File: config.mk
export PLATFORM = sky130hd
export DESIGN_NAME = led_display_scan_flat
export DESIGN_NICKNAME = d
export VERILOG_FILES = /design/src/rtl/led_display_scan_pkg.sv /design/src/rtl/led_display_scan_if.sv /design/src/rtl/led_seg_decode.sv /design/src/rtl/led_display_scan.sv /design/src/flat_wrapper.sv
export SDC_FILE = /design/constraint.sdc
export NUM_CORES = 1
export LEC_CHECK = 0
export CAP_MARGIN = 20
export CORE_MARGIN = 4
export CORE_UTILIZATION = 40
export DETAILED_ROUTE_END_ITERATION = 10
export HOLD_SLACK_MARGIN = 0.08
export MAX_ROUTING_LAYER = met4
export PLACE_DENSITY = 0.65
export REMOVE_ABC_BUFFERS = 1
export SLEW_MARGIN = 20
export SYNTH_ARGS = -nofsm -noshare
export SYNTH_HDL_FRONTEND = slang
export SYNTH_SLANG_ARGS = --single-unit
File: constraint.sdc
create_clock -name clk -period 2.8 [get_ports clk]
set_clock_uncertainty 0.05 [all_clocks]
set_input_delay 0.42 -clock clk [delete_from_list [all_inputs] [get_ports clk]]
set_output_delay 0.42 -clock clk [all_outputs]
set_load 0.005 [all_outputs]
File: src/rtl/led_display_scan_pkg.sv
// Shared constants for the multiplexed hex LED display: segment width, off pattern and glyph table.
// Segment vectors are indexed [0:6] = a..g and are active-low (0 = lit).
package led_display_pkg;

    localparam int SEG_W = 7;
    localparam logic [0:SEG_W-1] SEG_OFF = 7'b1111111;

    localparam logic [0:SEG_W-1] GLYPH_TABLE [16] = '{
        7'b0000001, // 0
        7'b1001111, // 1
        7'b0010010, // 2
        7'b0000110, // 3
        7'b1001100, // 4
        7'b0100100, // 5
        7'b0100000, // 6
        7'b0001111, // 7
        7'b0000000, // 8
        7'b0000100, // 9
        7'b0001000, // A
        7'b1100000, // b
        7'b0110001, // C
        7'b1000010, // d
        7'b0110000, // E
        7'b0111000  // F
    };

endpackage

File: src/rtl/led_display_scan_if.sv
// Load/digit/blink inputs and seg/an/pending outputs of the display scanner.
// master = the block driving digit data, slave = the scanner itself.
interface led_display_scan_if
    import led_display_pkg::*;
#(
    parameter int NUM_DIGITS = 4
);
    logic                    load;
    logic [4*NUM_DIGITS-1:0] digits_in;
    logic [NUM_DIGITS-1:0]   blank_in;
    logic [NUM_DIGITS-1:0]   blink_in;
    logic [0:SEG_W-1]        seg;
    logic [NUM_DIGITS-1:0]   an;
    logic                    pending;

    modport master (
        output load, digits_in, blank_in, blink_in,
        input  seg, an, pending
    );

    modport slave (
        input  load, digits_in, blank_in, blink_in,
        output seg, an, pending
    );
endinterface

File: src/rtl/led_seg_decode.sv
// Hex nibble to active-low 7-segment glyph (a..g on bits [0:6]).
// Latency: purely combinational. Backpressure: none.
module led_seg_decode
    import led_display_pkg::*;
(
    input  logic [3:0]       nib_i,
    output logic [0:SEG_W-1] seg_o
);
    always_comb begin
        seg_o = GLYPH_TABLE[nib_i];
    end
endmodule

File: src/rtl/led_display_scan.sv
// Time-multiplexed hex LED scanner with double-buffered digits committed on frame boundaries.
// Latency: seg/an registered, updated together; loads shown from the next frame. Backpressure: none, loads overwrite.
// Optional blink (macro LED_DISPLAY_BLINK_EN) blanks blink_in digits on alternate BLINK_DIV-frame periods.
module led_display_scan
    import led_display_pkg::*;
#(
    parameter int NUM_DIGITS = 4,
    parameter int SCAN_DIV   = 1000,
    parameter int BLINK_DIV  = 256
)(
    input  logic               clk,
    input  logic               rst_n,
    led_display_scan_if.slave  bus
);
    localparam int IDX_W = (NUM_DIGITS > 1) ? $clog2(NUM_DIGITS) : 1;
    localparam int PRE_W = $clog2(SCAN_DIV);
    localparam int DIG_W = 4 * NUM_DIGITS;

    logic [PRE_W-1:0]      pre_q,       pre_d;
    logic [IDX_W-1:0]      idx_q,       idx_d;
    logic [DIG_W-1:0]      act_dig_q,   act_dig_d;
    logic [NUM_DIGITS-1:0] act_blank_q, act_blank_d;
    logic [DIG_W-1:0]      shd_dig_q,   shd_dig_d;
    logic [NUM_DIGITS-1:0] shd_blank_q, shd_blank_d;
    logic                  pending_q,   pending_d;
    logic [0:SEG_W-1]      seg_q,       seg_d;
    logic [NUM_DIGITS-1:0] an_q,        an_d;

    logic                  term;
    logic                  wrap;
    logic [NUM_DIGITS-1:0] blink_mask;
    logic [3:0]            cur_nib;
    logic                  cur_blank;
    logic [0:SEG_W-1]      dec_seg;

    always_comb begin
        term = (pre_q == PRE_W'(SCAN_DIV - 1));
        wrap = term && (idx_q == IDX_W'(NUM_DIGITS - 1));

        pre_d = term ? '0 : pre_q + 1'b1;
        if (wrap) begin
            idx_d = '0;
        end else if (term) begin
            idx_d = idx_q + 1'b1;
        end else begin
            idx_d = idx_q;
        end

        // Commit uses the shadow as it stood before this edge, so a coincident load waits a frame.
        act_dig_d   = (wrap && pending_q) ? shd_dig_q   : act_dig_q;
        act_blank_d = (wrap && pending_q) ? shd_blank_q : act_blank_q;
        shd_dig_d   = bus.load ? bus.digits_in : shd_dig_q;
        shd_blank_d = bus.load ? bus.blank_in  : shd_blank_q;
        pending_d   = bus.load | (pending_q & ~wrap);
    end

`ifdef LED_DISPLAY_BLINK_EN
    localparam int FRM_W = (BLINK_DIV > 1) ? $clog2(BLINK_DIV) : 1;

    logic [FRM_W-1:0] frm_q, frm_d;
    logic             phase_q, phase_d;

    always_comb begin
        frm_d   = frm_q;
        phase_d = phase_q;
        if (wrap) begin
            if (frm_q == FRM_W'(BLINK_DIV - 1)) begin
                frm_d   = '0;
                phase_d = ~phase_q;
            end else begin
                frm_d = frm_q + 1'b1;
            end
        end
        blink_mask = phase_d ? bus.blink_in : '0;
    end

    always_ff @(posedge clk or negedge rst_n) begin
        if (!rst_n) begin
            frm_q   <= '0;
            phase_q <= 1'b0;
        end else begin
            frm_q   <= frm_d;
            phase_q <= phase_d;
        end
    end
`else
    logic unused_blink;
    assign unused_blink = ^bus.blink_in;

    always_comb begin
        blink_mask = '0;
    end
`endif

    // Decode from next-state values so seg and an move on the same edge.
    always_comb begin
        cur_nib   = act_dig_d[{idx_d, 2'b00} +: 4];
        cur_blank = act_blank_d[idx_d] | blink_mask[idx_d];
        seg_d     = cur_blank ? SEG_OFF : dec_seg;
        an_d      = ~(NUM_DIGITS'(1) << idx_d);
    end

    led_seg_decode u_seg_decode (
        .nib_i (cur_nib),
        .seg_o (dec_seg)
    );

    always_ff @(posedge clk or negedge rst_n) begin
        if (!rst_n) begin
            pre_q       <= '0;
            idx_q       <= '0;
            act_dig_q   <= '0;
            act_blank_q <= '1;
            shd_dig_q   <= '0;
            shd_blank_q <= '1;
            pending_q   <= 1'b0;
            seg_q       <= SEG_OFF;
            an_q        <= '1;
        end else begin
            pre_q       <= pre_d;
            idx_q       <= idx_d;
            act_dig_q   <= act_dig_d;
            act_blank_q <= act_blank_d;
            shd_dig_q   <= shd_dig_d;
            shd_blank_q <= shd_blank_d;
            pending_q   <= pending_d;
            seg_q       <= seg_d;
            an_q        <= an_d;
        end
    end

    assign bus.seg     = seg_q;
    assign bus.an      = an_q;
    assign bus.pending = pending_q;

endmodule

File: src/flat_wrapper.sv
// flat-port wrapper written by rule: the top's interface ports become plain ports
module led_display_scan_flat import led_display_pkg::*;
#(
    parameter int NUM_DIGITS = 4,
    parameter int SCAN_DIV   = 1000,
    parameter int BLINK_DIV  = 256
)
  (clk, rst_n, bus_load, bus_digits_in, bus_blank_in, bus_blink_in, bus_seg, bus_an, bus_pending);
  led_display_scan_if #(.NUM_DIGITS(NUM_DIGITS)) bus_i ();
  input  logic clk;
  input  logic rst_n;
  input wire logic [$bits(bus_i.load)-1:0] bus_load;
  input wire logic [$bits(bus_i.digits_in)-1:0] bus_digits_in;
  input wire logic [$bits(bus_i.blank_in)-1:0] bus_blank_in;
  input wire logic [$bits(bus_i.blink_in)-1:0] bus_blink_in;
  output wire logic [$bits(bus_i.seg)-1:0] bus_seg;
  output wire logic [$bits(bus_i.an)-1:0] bus_an;
  output wire logic [$bits(bus_i.pending)-1:0] bus_pending;
  assign bus_i.load = bus_load;
  assign bus_i.digits_in = bus_digits_in;
  assign bus_i.blank_in = bus_blank_in;
  assign bus_i.blink_in = bus_blink_in;
  assign bus_seg = bus_i.seg;
  assign bus_an = bus_i.an;
  assign bus_pending = bus_i.pending;
  led_display_scan #(.NUM_DIGITS(NUM_DIGITS), .SCAN_DIV(SCAN_DIV), .BLINK_DIV(BLINK_DIV)) u_core (.clk(clk), .rst_n(rst_n), .bus(bus_i));
endmodule
==> flow_metrics.tcl <==
set metrics [dict create \
    antenna_found_initial 0 \
    async_flop_share_pct 100.0 \
    cp_num_buf_inv 2 \
    synth.distinct_cells 49 \
    ys_ff_latch 64 \
    cts.clk_slew.worst_paths_ps 70 \
    crit_path_start_kind "flip-flop" \
    crit_path_cell_trace "ha_2 > nand2_1 > nor4_4 > buf_6 > mux2_4 > mux2_4 > a21oi_4 > buf_6 > ha_2 > nor3_1 > o31ai_2" \
    rows 31 \
    fmax_ghz 0.3639 \
    slew_viol_final 0 \
    grt_pass1_vias 2030 \
    synth_area_leaders "dfrtp_1 (37%), dfstp_2 (17%), mux2_2 (9.4%)" \
    synth_top_area_share_pct 37.47 \
    cts_buffers 9 \
    via_per_inst 4.809 \
    grt_max_degree 65 \
    cts_tree "done" \
    drive_above_1_share_pct 43.44 \
    synth_area_per_cell_um2 12.90 \
    clkLatencyLatePin_ps 340 \
    critPathSlowestCell "dfrtp_1" \
    path_class "reg -> reg" \
    syn-cell-area_mm2 0.003005 \
    ys_top_cells_by_count "dfrtp_1 (45), mux2_2 (25), mux2i_1 (23), dfstp_2 (19), inv_1 (19)" \
    drtPass1Iterations 4 \
    layout_min_cycle_time_ps 2748 \
    critPathMaxFanout 6 \
    cp-end-kind "flip-flop" \
    ys.flop_type "dfrtp_1" \
    finalPower_mw 1.853 \
    die_h_um 94.68 \
    area_growth_pct 37.14 \
    place.gp.congestion 0.8072 \
    remaining_drc_errors 0 \
    ir_drop_v 0.0003144 \
    overflow 0 \
    r2r_cells 11 \
    r2r_start "u_core.idx_q[1]" \
    grt_pass1_wl_um 9597 \
    cpPeakStageDelay_ps 370 \
    wl_per_cell_um 13.80 \
    final_antenna_net_count 0 \
    gr-usage-all-layers_pct 14.45 \
    dieWidth_um 94.68 \
    status "complete, no violations" \
    worstPathRequired_ps 2990 \
    start_util_pct 41.21 \
    finalSetupViolCount 0 \
    drt_iter0_markers 38 \
    tightest_slew_ps 790.4 \
    route.vias.total 2015 \
    rsz0062_at_grt "true" \
    hold_class "in -> async" \
    ys_seq_area_share_pct 54.08 \
    detailedPlace.worstSlack_ps -45.42 \
    nNetsFinal 350 \
    reg2reg_setup_slack_ps 50 \
    clock_sink_count 64 \
    syn_inst 233 \
    synth_edf_count 0 \
    core_area_mm2 0.007292 \
    post-route-period-util_pct 98.14 \
    rr_endpoint "u_core.bus.seg[0]" \
    crit_arrival_ps 2940 \
    cts_root_buffer "clkbuf_8" \
    drv_cap 0 \
    hold_viol_final 0 \
    hpwlAfterDp_um 4004 \
    cp_top_family "multiplexers" \
    routed_wl_um 5781 \
    power_leakage_nw 1.844 \
    num_io_pins 39 \
    synth_most_common_cell "dfrtp_1" \
    port_buffers 34 \
    relSlewSlack_pct 47.31 \
    cts.htree.levels 3 \
    die_area_mm2 0.008964 \
    timing.final.ws_setup_ps 52.09 \
    synth-warning-count 0 \
    synth_top_area_cell "dfrtp_1" \
    diodes 0 \
    clock_path_buffers 2 \
    fillCellCount 633 \
    p_per_area_mw_per_mm2 449.5 \
]
## through the flow
stage / hold WS (ps) / utilization, % / setup TNS [ps] / cell area [um^2] / std cells
detailed placement: 420.0 / 50.81 / -51.12 / 3705 / 398
finish: 187.2 / 56.52 / 0 / 4121 / 419
CTS: 218.5 / 53.72 / -4.388 / 3918 / 414
floorplan: 74.41 / - / -4051 / 2955 / 228
global placement: 416.4 / 50.81 / 0 / 3705 / 398
global route: 260.0 / 56.52 / -312.2 / 4121 / 419
## layer usage
| metal | GRT usage, % | routed length, um | vias up |
|---|---|---|---|
| met2 | 21.79 | 2791 | 33 |
| met5 | - | 0 | - |
| met1 | 18.25 | 2633 | 982 |
| li1 | - | - | 986 |
| met3 | 3.108 | 211 | 14 |
| met4 | 7.572 | 144 | 0 |
## cells in the final DEF (no fill, tap or decap), drive strengths merged, types with 3 or more instances in the layout
master and instances:
mux2i 23, nor2 16, buf 43, xnor2 3, clkdlybuf4s50 33, ha 8, o22ai 8, mux2 26
xor2 3, inv 21, nor3 3, clkbuf 11, nand3 7, dfrtp 45, dfstp 19, o21ai 4
nand2 12, o221ai 3, clkinv 3, a21oi 4
## what timing repair did
action | in CTS | in global routing
endpoints found under the setup margin | 6 | 6
pin swaps | 2 | 7
gates resized for setup | 3 | 32
buffers inserted | 0 | 5
hold buffers | 0 | 0
## worst register-to-register path: stages, from the launching register on
cell and delay, ps:
dfrtp_1 370, ha_2 180, nand2_1 80, nor4_4 320, buf_6 170, mux2_4 310
mux2_4 290, a21oi_4 240, buf_6 130, ha_2 170, nor3_1 60, o31ai_2 260
## cells by family after synthesis
group,share of synthesized area [%]
buffers and inverters,4.288
adders and majority gates,3.331
xor gates and xnor gates,1.749
and+or+nand+nor,8.827
muxes,17.53
DFF,54.08
AOI/OAI and AO/OA,10.20
## worst max-delay path by stage
stage,from,depth (start not counted),slack [ps],endpoint
global route,u_core.pre_q[3],11,-70,u_core.bus.seg[3]
floorplan,u_core.pre_q[0],10,-640,u_core.bus.seg[0]
CTS,u_core.pre_q[3],9,-4,u_core.bus.seg[0]
finish,u_core.idx_q[1],11,50,u_core.bus.seg[0]
global placement,u_core.pre_q[0],11,10,u_core.bus.seg[0]
detailed placement,u_core.pre_q[3],10,-50,u_core.bus.seg[0]
## registers in the layout, indices dropped and copies added (netlist names)
signal,count
u_core.bus.pending,1
u_core.bus.an,4
u_core.act_blank_q,4
u_core.act_dig_q,16
u_core.shd_blank_q,4
u_core.bus.seg,7
u_core.idx_q,2
u_core.pre_q,10
u_core.shd_dig_q,16
## power breakdown
part,switching (mW),internal [mW]
Sequential,0.0193,0.959
Combinational,0.0331,0.0543
Clock,0.353,0.434
## final cells by class
type / count / area (um^2) / share of cell area (%)
Sequential cell: 64 / 1625 / 39.44
Timing Repair Buffer: 76 / 674.4 / 16.36
Clock inverter: 5 / 56.30 / 1.366
Tap cell: 99 / 123.9 / 3.005
Clock buffer: 11 / 141.4 / 3.430
Multi-Input combinational cell: 143 / 1421 / 34.49
Inverter: 21 / 78.83 / 1.913
No activity file was read; power rests on OpenSTA's default activity.
